<file path="src/rtl/inst_itf_pkg.sv">
// Shared definitions for the instruction-fetch response block:
// FSM state encoding and the word-alignment mask.
package inst_itf_pkg;

  typedef enum logic [2:0] {
    IDLE,
    WAIT,
    READ,
    LAT,
    RESP
  } state_e;

  // Low address bits that must be zero for a word-aligned fetch.
  localparam logic [31:0] WORD_ALIGN_MASK = 32'h3;

endpackage

</file>
<file path="src/rtl/inst_itf_rsp.sv">
// Instruction-fetch responder in front of an external synchronous SRAM.
// Accepts one held request at a time, inserts WAIT_CYCLES wait states,
// reads one word and returns a single-cycle registered ack.
// Optional feature macro: INST_RSP_PARITY_EN (adds mem_rpar_i even-parity check).
import inst_itf_pkg::*;

module inst_itf_rsp #(
  parameter logic [31:0] ADDR_BASE   = 32'h0,
  parameter logic [31:0] ADDR_END    = 32'h0fff,
  parameter int          WAIT_CYCLES = 2,
  parameter int          MEM_AW      = 10
) (
  input  logic              clk_i,
  input  logic              rst_i,
  input  logic              inst_req_i,
  input  logic [31:0]       inst_addr_i,
  output logic              inst_ack_o,
  output logic [31:0]       inst_data_o,
  output logic              inst_error_o,
  output logic              mem_en_o,
  output logic [MEM_AW-1:0] mem_addr_o,
`ifdef INST_RSP_PARITY_EN
  input  logic              mem_rpar_i,
`endif
  input  logic [31:0]       mem_rdata_i
);

  state_e      state_q, state_d;
  logic [3:0]  cnt_q, cnt_d;
  logic [31:0] addr_q, addr_d;
  logic        ack_d, err_d;
  logic [31:0] data_d;
  logic [31:0] req_off;
  logic        req_ok;

  // Range test as an unsigned offset compare so a zero base never yields
  // a constant comparison; alignment via the shared mask.
  always_comb begin
    req_off = inst_addr_i - ADDR_BASE;
    req_ok  = (req_off <= (ADDR_END - ADDR_BASE)) &&
              ((inst_addr_i & WORD_ALIGN_MASK) == 32'h0);
  end

  // State, counter, captured address and registered response outputs.
  always_ff @(posedge clk_i or posedge rst_i) begin
    if (rst_i) begin
      state_q      <= IDLE;
      cnt_q        <= 4'd0;
      addr_q       <= 32'h0;
      inst_ack_o   <= 1'b0;
      inst_data_o  <= 32'h0;
      inst_error_o <= 1'b0;
    end else begin
      state_q      <= state_d;
      cnt_q        <= cnt_d;
      addr_q       <= addr_d;
      inst_ack_o   <= ack_d;
      inst_data_o  <= data_d;
      inst_error_o <= err_d;
    end
  end

  // Next-state and next-output logic; response regs default to zero so
  // data/error are only non-zero in the ack cycle.
  always_comb begin
    state_d = state_q;
    cnt_d   = cnt_q;
    addr_d  = addr_q;
    ack_d   = 1'b0;
    data_d  = 32'h0;
    err_d   = 1'b0;
    case (state_q)
      IDLE: begin
        if (inst_req_i) begin
          addr_d = inst_addr_i;
          if (req_ok) begin
            if (WAIT_CYCLES > 0) begin
              state_d = WAIT;
              cnt_d   = 4'(WAIT_CYCLES - 1);
            end else begin
              state_d = READ;
            end
          end else begin
            ack_d   = 1'b1;
            err_d   = 1'b1;
            state_d = RESP;
          end
        end
      end
      WAIT: begin
        if (cnt_q == 4'd0) state_d = READ;
        else               cnt_d   = cnt_q - 4'd1;
      end
      READ: state_d = LAT;
      LAT: begin
        ack_d   = 1'b1;
        data_d  = mem_rdata_i;
        state_d = RESP;
`ifdef INST_RSP_PARITY_EN
        if (mem_rpar_i != ^mem_rdata_i) begin
          data_d = 32'h0;
          err_d  = 1'b1;
        end
`endif
      end
      RESP:    state_d = IDLE;
      default: state_d = IDLE;
    endcase
  end

  // SRAM strobe is a decode of the registered state; address held at zero
  // outside READ to keep the bus quiet.
  always_comb begin
    mem_en_o   = (state_q == READ);
    mem_addr_o = '0;
    if (state_q == READ) mem_addr_o = MEM_AW'((addr_q - ADDR_BASE) >> 2);
  end

endmodule

</file>
<file path="config.mk">
export PLATFORM = sky130hd
export DESIGN_NAME = inst_itf_rsp
export DESIGN_NICKNAME = d
export VERILOG_FILES = /design/src/rtl/inst_itf_pkg.sv /design/src/rtl/inst_itf_rsp.sv
export SDC_FILE = /design/constraint.sdc
export NUM_CORES = 1
export LEC_CHECK = 0
export BUFFER_PORTS_ARGS = -buffer_cell sky130_fd_sc_hd__buf_2
export CAP_MARGIN = 20
export CORE_MARGIN = 4
export CORE_UTILIZATION = 43
export DETAILED_ROUTE_END_ITERATION = 10
export GPL_TIMING_DRIVEN = 1
export PLACE_DENSITY = 0.86
export SKIP_CTS_REPAIR_TIMING = 1
export SKIP_LAST_GASP = 1
export SLEW_MARGIN = 5
export SYNTH_ARGS = -nofsm -noshare
export SYNTH_HDL_FRONTEND = slang
export SYNTH_SLANG_ARGS = --single-unit
</file>
<file path="constraint.sdc">
create_clock -name clk_i -period 2.39 [get_ports clk_i]
set_input_delay 0.478 -clock clk_i [delete_from_list [all_inputs] [get_ports clk_i]]
set_output_delay 0.478 -clock clk_i [all_outputs]
set_load 0.01 [all_outputs]
</file>
==> summary.txt, run 1 <==
Run status
  • Outcome: finished, final reports clean

Timing
  • Final period utilization: 0.868
  • Final clock skew: around 5 ps
  • Setup violators final: 0
  • Setup_tns: 0 ps
  • Final worst setup slack: approximately 310 ps
  • Fin crit period: between 2000 and 2500 ps
  • Unrepaired setup endpoints after global routing: no
  • Final Max Tran Viols: 0
  • Final Hold Violating Endpoints: 0
  • Worst-Margin Slew: between 500 and 600 ps
  • Slew headroom: 0.601
  • Max Clk Rate: between 400 and 500 MHz

Yosys
  • Sequential fraction of the synthesis area: 0.644
  • Yosys reg bits: 51
  • Post-synth EDFFs: 0
  • Gate Count Post-Synth: around 150
  • Synth Warn #: 0
  • Post-synth cell types: 28
  • Share of flip-flops with an asynchronous set or reset: 1.00
  • Cell area after synthesis: between 1500 and 2000 µm²
  • Post-Syn Nets: 223
  • Avg Cell Area, Syn: about 13 µm²
  • Dominant synthesized flop cell: dfrtp_1

Die
  • Area of the core: between 4000 and 5000 µm²
  • Die area: roughly 5800 µm²
  • Die Y-Extent: 75.9 µm
  • Rows: 24
  • Die W: roughly 76 µm
  • Ports: between 100 and 150
  • Initial Utilization: 0.449

Global routing
  • Largest net degree at the start of global routing: 28
  • Tot GR Track Use: 0.155
  • Vias in the first global route: roughly 1500
  • GRT overflow: 0
  • Global-route wire length before repair: ~6600 µm
  • Antenna violations before repair: 0

Placed design
  • Port Buffer Count: 111
  • HPWL after DPL: between 3000 and 4000 µm
  • Dpl ws: 417 ps
  • GPL Wtd Cong: about 0.78
  • Dpl cell area: approximately 2600 µm²

Finish
  • Nets: between 300 and 400
  • Post-route cell area: about 2700 µm²
  • Layout cells sized above 1: 0.507
  • FILL cells: 370
  • Synth-to-Final Area Change: 36.2%
  • Antenna fix cells: 0

Critical path
  • CP endpoint kind: output port
  • CP cell instances: nor2_1 -> and3_1 -> buf_2
  • Crit-path max cell delay: roughly 500 ps
  • CP arrival: ~1600 ps
  • Worst path required time: 1910 ps
  • WP buf/inv: 1
  • Crit-path max FO: 12
  • Critical setup path kind: reg -> out
  • Slowest cell on the critical path: nor2_1
  • Crit path max-delay family: simple AND/OR/NAND/NOR gates
  • Startpoint Class: register

CTS
  • Bufs on Longest Clock Path: 2
  • Clk_lat worst skew: approximately 290 ps
  • CTS root buf: clkbuf_8
  • CTS sink cnt: 51
  • Total CTS buffers: 5
  • CTS tree: yes
  • CTS H-tree depth: 2
  • Worst-path clk slew: 90 ps

Routing
  • First-pass iteration count of the detailed router: 4
  • Total number of vias: ~1500
  • Detailed-route DRC error count: 0
  • DR iter-0 viols: between 70 and 80
  • DR vias/cell: approximately 4.8
  • Routed wire length: 4230 µm
  • DRT antenna net count: 0
  • Routed length per instance: between 10 and 15 µm

Hold path
  • Worst hold path type: in -> async

Power
  • Leakage: approximately 1.6 nW
  • VDD IR max: 0.000349 V
  • PD cells: roughly 580 nW/µm²

Job
  • Max-cap violations: 0
[cell type report]
| cell class | instances | area [µm²] | share of cell area |
|---|---|---|---|
| clock inverters | 2 | 12.5 | 0.00464 |
| multi-input cells | 93 | 667 | 0.247 |
| well taps | 52 | 65.1 | 0.0241 |
| inverters | 4 | 15.0 | 0.00556 |
| flip-flops and latches | 51 | 1280 | 0.473 |
| repair buffers | 114 | 591 | 0.219 |
| clock buffers | 6 | 72.6 | 0.0269 |
[per-layer routing]
metal	up-vias	track usage	wire length, µm
met5	-	0	0
met4	0	0.0524	29
met3	4	0.0567	524
met2	73	0.278	2130
met1	710	0.167	1540
li1	746	-	-
[report_power, final]
group	total, mW	internal, mW	leakage [nW]	switching, mW
logic	0.165	0.0903	0.845	0.0746
registers	0.924	0.902	0.679	0.0213
clock network	0.463	0.205	0.0412	0.259
total	1.55	1.20	1.56	0.354
[stage by stage]
stage,power (mW),std cells,util,hold WS [ps]
after floorplan,1.03,154,-,471
after global placement,1.10,314,0.592,478
after detailed placement,1.11,314,0.592,485
after CTS,1.58,322,0.611,235
after global routing,1.65,322,0.611,242
final,1.55,322,0.611,213
[cells in the mapped netlist, types with 2 or more instances]
library cell  number  share of area
nor2_1             8          0.015
a21oi_1            3         0.0076
inv_1              4         0.0076
o21bai_1           2         0.0076
and3_1            10          0.032
and2_1            33           0.10
nor3_1             4          0.010
dfrtp_1           51           0.64
ha_1               2          0.013
nor4_1             4          0.013
a31oi_1            2         0.0063
clkbuf_1           5         0.0095
mux2_2            11          0.063
[worst paths after layout]
check | start | endpoint | slack (ps) | cells after the start
setup / recovery | state_q[2]$_DFFE_PP0P_ | mem_addr_o[8] | 310 | 3
hold / removal | rst_i | inst_data_o[1]$_DFF_PP0_ | 210 | 2
setup reg to reg | state_q[1]$_DFFE_PP0P_ | cnt_q[1]$_DFFE_PP0P_ | 430 | 4
hold reg to reg | addr_q[10]$_DFFE_PP0P_ | addr_q[10]$_DFFE_PP0P_ | 500 | 1
max in group asynchronous | rst_i | inst_data_o[27]$_DFF_PP0_ | 1650 | 3
min in group clk_i | mem_rdata_i[18] | inst_data_o[18]$_DFF_PP0_ | 380 | 2
[sequential cells by signal (all words and copies together), names as in the netlist]
name,count
addr_q,10
cnt_q,4
inst_ack_o,1
inst_data_o,32
inst_error_o,1
state_q,3
[placed cells by master, fill, tap and decap left out, types with 2 or more instances in the layout]
| cell | Yosys | final |
|---|---|---|
| and3_1 | 10 | 10 |
| nor2_1 | 8 | 8 |
| and2_1 | 33 | 33 |
| o21bai_1 | 2 | 2 |
| mux2_2 | 11 | 11 |
| inv_1 | 4 | 3 |
| a21oi_1 | 3 | 3 |
| a31oi_1 | 2 | 2 |
| buf_4 | 0 | 2 |
| nor3_1 | 4 | 4 |
| nor4_1 | 4 | 4 |
| ha_1 | 2 | 2 |
| buf_2 | 1 | 111 |
| dfrtp_1 | 51 | 51 |
| clkbuf_8 | 0 | 5 |
[cell families (layout without fill, tap and decap cells)]
group	after synthesis	after routing	share of synthesized area
AO/OA/AOI/OAI	13	13	0.0537
XOR/XNOR	1	1	0.00442
adder cells (fa/ha/maj)	2	2	0.0126
buffers and inverters	10	126	0.0196
flip-flops	51	51	0.644
multiplexers	12	12	0.0701
AND/OR/NAND/NOR	65	65	0.196
Power figures use the tool's default switching activity.
==> run 2, diff against run 1 <==
--- a/config.mk
+++ b/config.mk
@@ -5,11 +5,13 @@
 export SDC_FILE = /design/constraint.sdc
 export NUM_CORES = 1
 export LEC_CHECK = 0
+export ABC_AREA = 1
 export BUFFER_PORTS_ARGS = -buffer_cell sky130_fd_sc_hd__buf_2
 export CAP_MARGIN = 20
 export CORE_MARGIN = 4
-export CORE_UTILIZATION = 43
+export CORE_UTILIZATION = 44
 export DETAILED_ROUTE_END_ITERATION = 10
+export GPL_ROUTABILITY_DRIVEN = 1
 export GPL_TIMING_DRIVEN = 1
 export PLACE_DENSITY = 0.86
 export SKIP_CTS_REPAIR_TIMING = 1
==> run 2 against run 1 <==
  * Largest power group unchanged
  * Wire length is 4.4% higher
  * Count of clock-buffer cells in the layout stayed put
  * Final cell count is 25% higher
  * Die area is 4.5% higher
  * Non-clock buffer count stayed put
  * Cell area is 5.9% higher
  * Maximum frequency is 5.2% higher
  * First-iteration DRC count is 44% lower
==> summary.txt, run 2 <==
Yosys
  • Avg Cell Area, Syn: 9.14 µm²
  • Yosys reg bits: between 50 and 60
  • Sequential fraction of the synthesis area: 0.599
  • Synth Warn #: 0
  • Post-synth EDFFs: 0
  • Cell area after synthesis: roughly 2100 µm²
  • Yosys top cell by area: dfrtp_1
  • Share of flip-flops with an asynchronous set or reset: 1.00
  • Post-Syn Nets: 302
  • Area contributors post-synth: dfrtp_1, nor2_1, inv_1
  • Gate Count Post-Synth: 233
  • Dominant cell by count in the synthesized netlist: nor2_1
  • Dominant synthesized flop cell: dfrtp_1
  • Top-area cell type share of the netlist area: 0.599
  • Commonest cells in the synthesized netlist: nor2_1, dfrtp_1, inv_1
  • Post-synth cell types: 25

Die
  • Area of the core: between 4000 and 5000 µm²
  • Die Y-Extent: between 70 and 80 µm
  • Rows: 25
  • Die W: just under 80 µm
  • Initial Utilization: 0.454
  • Ports: approximately 110
  • Die area: 6020 µm²

Routing
  • First-pass iteration count of the detailed router: 4
  • Total number of vias: approximately 1800
  • Detailed-route DRC error count: 0
  • DR iter-0 viols: 43
  • Routed length per instance: approximately 11 µm
  • DRT antenna net count: 0
  • DR vias/cell: ~4.4
  • Routed wire length: roughly 4400 µm

Timing
  • Unrepaired setup endpoints after global routing: no
  • Final clock skew: about 3.7 ps
  • Worst-Margin Slew: around 600 ps
  • Final Hold Violating Endpoints: 0
  • Fin crit period: between 1500 and 2000 ps
  • Setup_tns: 0 ps
  • Final worst setup slack: 417 ps
  • Slew headroom: 0.603
  • Setup violators final: 0
  • Final period utilization: 0.825
  • Final Max Tran Viols: 0
  • Max Clk Rate: 507 MHz

Run status
  • Outcome: finished, final reports clean

Global routing
  • Tot GR Track Use: 0.157
  • Antenna violations before repair: 0
  • Global-route wire length before repair: between 7000 and 8000 µm
  • GRT overflow: 0
  • Vias in the first global route: around 1800
  • Largest net degree at the start of global routing: 35

Critical path
  • Worst R2R Setup Slack: a little over 1000 ps
  • Source of the worst register-to-register timing path: state_q[0]$_DFFE_PP0P_
  • R2r endpoint: cnt_q[2]$_DFFE_PP0P_
  • Critical path launch point: state_q[0]$_DFFE_PP0P_
  • R2r worst-path depth: 8
  • Crit-path max FO: 10
  • Critical setup path kind: reg -> out
  • CP arrival: roughly 1500 ps
  • Worst path required time: approximately 1900 ps
  • CP endpoint kind: output port
  • Startpoint Class: register

Finish
  • Reg area: 1280 µm²
  • Antenna fix cells: 0
  • Max reg flops: 32
  • Synth-to-Final Area Change: 34.3%
  • FILL cells: between 400 and 500
  • Register name with the most flops: inst_data_o
  • Top flop regs: inst_data_o: 32 flops, addr_q: 10 flops, cnt_q: 4 flops
  • Post-route cell area: ~2900 µm²
  • Nets: roughly 420
  • Commonest non-fill, non-tap cells in the layout: buf_2, nor2_1, dfrtp_1
  • Area of the multi-input gates: slightly above 600 µm²
  • Layout cells sized above 1: 0.403
  • Most common cell after layout, fill and taps aside: buf_2

Hold path
  • Worst hold path type: in -> async

Power
  • Leakage: around 1.8 nW
  • PD cells: between 500 and 600 nW/µm²
  • VDD IR max: around 0.00032 V

CTS
  • Bufs on Longest Clock Path: 2
  • Total CTS buffers: 5
  • CTS tree: yes
  • Worst-path clk slew: 90 ps
  • Clk_lat worst skew: about 300 ps
  • CTS H-tree depth: 2
  • CTS sink cnt: between 50 and 60
  • CTS root buf: clkbuf_8

Placed design
  • Port Buffer Count: between 100 and 150
  • HPWL after DPL: ~3500 µm
  • Dpl cell area: approximately 2700 µm²
  • GPL Wtd Cong: 0.805
  • Dpl ws: a little under 800 ps

Job
  • Max-cap violations: 0
## run 2: how the worst max path moves through the flow
| stage | slack, ps | to | depth (start not counted) |
|---|---|---|---|
| 2_1_floorplan | 680 | addr_q[10]$_DFFE_PP0P_ | 1 |
| 3_3_place_gp | 860 | mem_addr_o[5] | 6 |
| 3_5_place_dp | 770 | mem_addr_o[2] | 6 |
| 4_1_cts | 410 | mem_addr_o[2] | 6 |
| 5_1_grt | 330 | mem_addr_o[2] | 6 |
| 6_report | 420 | mem_addr_o[2] | 6 |
## run 2: logic make-up (layout without fill, tap and decap cells)
logic type | after synthesis | count (layout) | share of synthesized area
adder cells (fa/ha/maj) | 2 | 2 | 0.0117
buffers and inverters | 59 | 176 | 0.116
AO/OA/AOI/OAI | 13 | 13 | 0.0335
flip-flops | 51 | 51 | 0.599
XOR/XNOR | 2 | 2 | 0.00823
AND/OR/NAND/NOR | 106 | 106 | 0.231
## run 2: stage by stage
| stage | hold WS, ps | std cells | util | total power, mW |
|---|---|---|---|---|
| detailed placement | 461 | 396 | 0.583 | 1.10 |
| global placement | 457 | 396 | 0.583 | 1.09 |
| global route | 279 | 404 | 0.609 | 1.78 |
| finish | 235 | 404 | 0.609 | 1.70 |
| floorplan | 442 | 233 | - | 1.02 |
| CTS | 248 | 404 | 0.609 | 1.73 |
## run 2: per-layer routing
metal / part of all wire / track usage / vias to the layer above
met5: 0 / 0 / -
met4: 0.0066 / 0.0409 / 0
met3: 0.073 / 0.0534 / 3
met2: 0.55 / 0.306 / 54
met1: 0.37 / 0.158 / 806
li1: - / - / 903
## run 2: final cells by class
class | count | area share
multi-input combinational | 123 | 0.212
inverter | 54 | 0.0735
tap | 54 | 0.0236
clock buffer | 6 | 0.0289
clock inverter | 2 | 0.0136
timing repair buffer | 114 | 0.202
sequential | 51 | 0.446
## run 2: report_power, final
group | switching, mW | internal (mW) | total [mW]
clock network | 0.274 | 0.344 | 0.618
logic | 0.0997 | 0.0785 | 0.178
registers | 0.00944 | 0.890 | 0.900
## run 2: worst max-delay path, cell delays in order, from the launching register on
cell,delay (ps)
dfrtp_1,440
inv_2,100
nand2_4,70
nor2_1,190
inv_2,140
nor2_1,120
buf_2,140
==> run 3, diff against run 2 <==
--- a/config.mk
+++ b/config.mk
@@ -5,11 +5,11 @@
 export SDC_FILE = /design/constraint.sdc
 export NUM_CORES = 1
 export LEC_CHECK = 0
-export ABC_AREA = 1
+export ABC_AREA = 0
 export BUFFER_PORTS_ARGS = -buffer_cell sky130_fd_sc_hd__buf_2
 export CAP_MARGIN = 20
 export CORE_MARGIN = 4
-export CORE_UTILIZATION = 44
+export CORE_UTILIZATION = 43
 export DETAILED_ROUTE_END_ITERATION = 10
 export GPL_ROUTABILITY_DRIVEN = 1
 export GPL_TIMING_DRIVEN = 1
==> constraint.sdc (replaced) <==
create_clock -name clk_i -period 1.85 [get_ports clk_i]
set_input_delay 0.37 -clock clk_i [delete_from_list [all_inputs] [get_ports clk_i]]
set_output_delay 0.37 -clock clk_i [all_outputs]
set_load 0.01 [all_outputs]
==> run 3 against run 2 <==
  * Cell area down 3.8%
  * Register-to-register slack lost 950 ps
  * Non-clock buffer count increased by 4
  * Largest power group unchanged
  * Largest cell class unchanged
  * Global-route usage shrank 0.43 points
  * Power increased by 29%
  * Wire length down 4.9%
  * Final cell count fell by 19%
==> summary.txt, run 3 (same netlist as run 1, synthesis figures left out) <==
Placed design
  • GPL Wtd Cong: about 0.7
  • Port Buffer Count: 111
  • HPWL after DPL: approximately 3300 µm

Die
  • Rows: 24
  • Area of the core: roughly 4400 µm²
  • Ports: approximately 110
  • Initial Utilization: 0.449
  • Die Y-Extent: 75.9 µm
  • Die W: 75.9 µm
  • Die area: around 5800 µm²

Timing
  • Fin crit period: ~1800 ps
  • Max Clk Rate: ~570 MHz
  • Setup violators final: 0
  • Worst-Margin Slew: roughly 440 ps
  • Final Hold Violating Endpoints: 0
  • Slew headroom: 0.706
  • Final Max Tran Viols: 0
  • Final period utilization: 0.954
  • Final clock skew: around 6 ps
  • Setup_tns: 0 ps
  • Unrepaired setup endpoints after global routing: no

Critical path
  • R2r worst-path depth: 4
  • CP cell instances: or3b_4 -> a21o_1 -> a221oi_4 -> mux2_4
  • Slowest cell on the critical path: dfrtp_1
  • Crit-path max FO: 6
  • Critical setup path kind: reg -> reg
  • Crit-path max cell delay: ~440 ps
  • CP endpoint kind: register
  • Startpoint Class: register
  • Worst path required time: approximately 2000 ps
  • CP arrival: ~2000 ps

Job
  • Max-cap violations: 0

Routing
  • First-pass iteration count of the detailed router: 6
  • Routed wire length: about 4200 µm
  • Total number of vias: roughly 1500
  • DR iter-0 viols: about 60
  • Routed length per instance: approximately 13 µm
  • Detailed-route DRC error count: 0
  • DRT antenna net count: 0
  • DR vias/cell: about 4.7

Power
  • VDD IR max: approximately 0.00065 V
  • Leakage: 1.60 nW
  • PD cells: slightly below 800 nW/µm²
  • Power Total: 2.18 mW

CTS
  • CTS root buf: clkbuf_8
  • Worst-path clk slew: about 90 ps
  • CTS sink cnt: slightly above 50
  • Bufs on Longest Clock Path: 2
  • Clk_lat worst skew: around 290 ps
  • CTS H-tree depth: 2
  • Total CTS buffers: 5
  • CTS tree: yes

Finish
  • Max reg flops: 32
  • Synth-to-Final Area Change: 38.8%
  • Top flop regs: inst_data_o: 32 flops, addr_q: 10 flops, cnt_q: 4 flops
  • Most common cell after layout, fill and taps aside: buf_2
  • Nets: 342
  • Antenna fix cells: 0
  • Commonest non-fill, non-tap cells in the layout: buf_2, dfrtp_1, and2_1
  • Layout cells sized above 1: 0.522
  • Register name with the most flops: inst_data_o

Global routing
  • Vias in the first global route: approximately 1500
  • GRT overflow: 0
  • Top Usage Layer GRT: met2
  • Routing usage on met2: 0.282
  • Largest net degree at the start of global routing: 35
  • Antenna violations before repair: 0
  • Tot GR Track Use: 0.153
  • Met1 Resource Use GR: 0.156
  • Global-route wire length before repair: between 6000 and 7000 µm
  • GRT met3 Usage: 0.0633

Hold path
  • Worst hold path type: in -> async

Run status
  • Outcome: finished, final reports clean
## run 3: worst paths after layout
check                                      endpoint  slack (ps)                    from
max                            cnt_q[1]$_DFFE_PP0P_          80  state_q[2]$_DFFE_PP0P_
max in group asynchronous    state_q[2]$_DFFE_PP0P_        1460                   rst_i
min                        inst_data_o[0]$_DFF_PP0_         110                   rst_i
min reg2reg                   addr_q[8]$_DFFE_PP0P_         510   addr_q[8]$_DFFE_PP0P_
min in group clk_i         inst_data_o[8]$_DFF_PP0_         280          mem_rdata_i[8]
max reg2reg                    cnt_q[1]$_DFFE_PP0P_          80  state_q[2]$_DFFE_PP0P_
## run 3: through the flow
stage | setup WS (ps) | utilization | instances | instance area [µm²] | hold slack (ps)
after floorplan | 128 | - | 154 | 1980 | 471
after global placement | 122 | 0.596 | 318 | 2630 | 428
after detailed placement | 45.3 | 0.596 | 318 | 2630 | 436
after CTS | 85.2 | 0.623 | 326 | 2750 | 111
after global routing | 11.2 | 0.623 | 326 | 2750 | 131
final | 84.2 | 0.623 | 326 | 2750 | 112
## run 3: layer usage
metal  vias to the layer above  part of all wire
met5                         -                 0
met4                         0            0.0045
met3                         2              0.13
met2                        77              0.52
met1                       715              0.35
li1                        753                 -
## run 3: worst max-delay path: cells and delay by family (launching register included)
family | cells | cell delay (ps)
compound gates | 2 | 460
simple gates | 1 | 440
mux | 1 | 320
flops | 1 | 440
## run 3: cell type report
cell class | count | area (µm²)
multi-input combinational | 93 | 668
fill | 375 | 1660
clock inverter | 2 | 35.0
tap | 52 | 65.1
sequential | 51 | 1280
clock buffer | 6 | 82.6
inverter | 4 | 15.0
timing repair buffer | 118 | 608
## run 3: power by group
group	internal (mW)	leakage, nW	switching [mW]	total, mW
clock network	0.437	0.0612	0.333	0.770
logic	0.119	0.859	0.0980	0.217
registers	1.17	0.679	0.0280	1.19
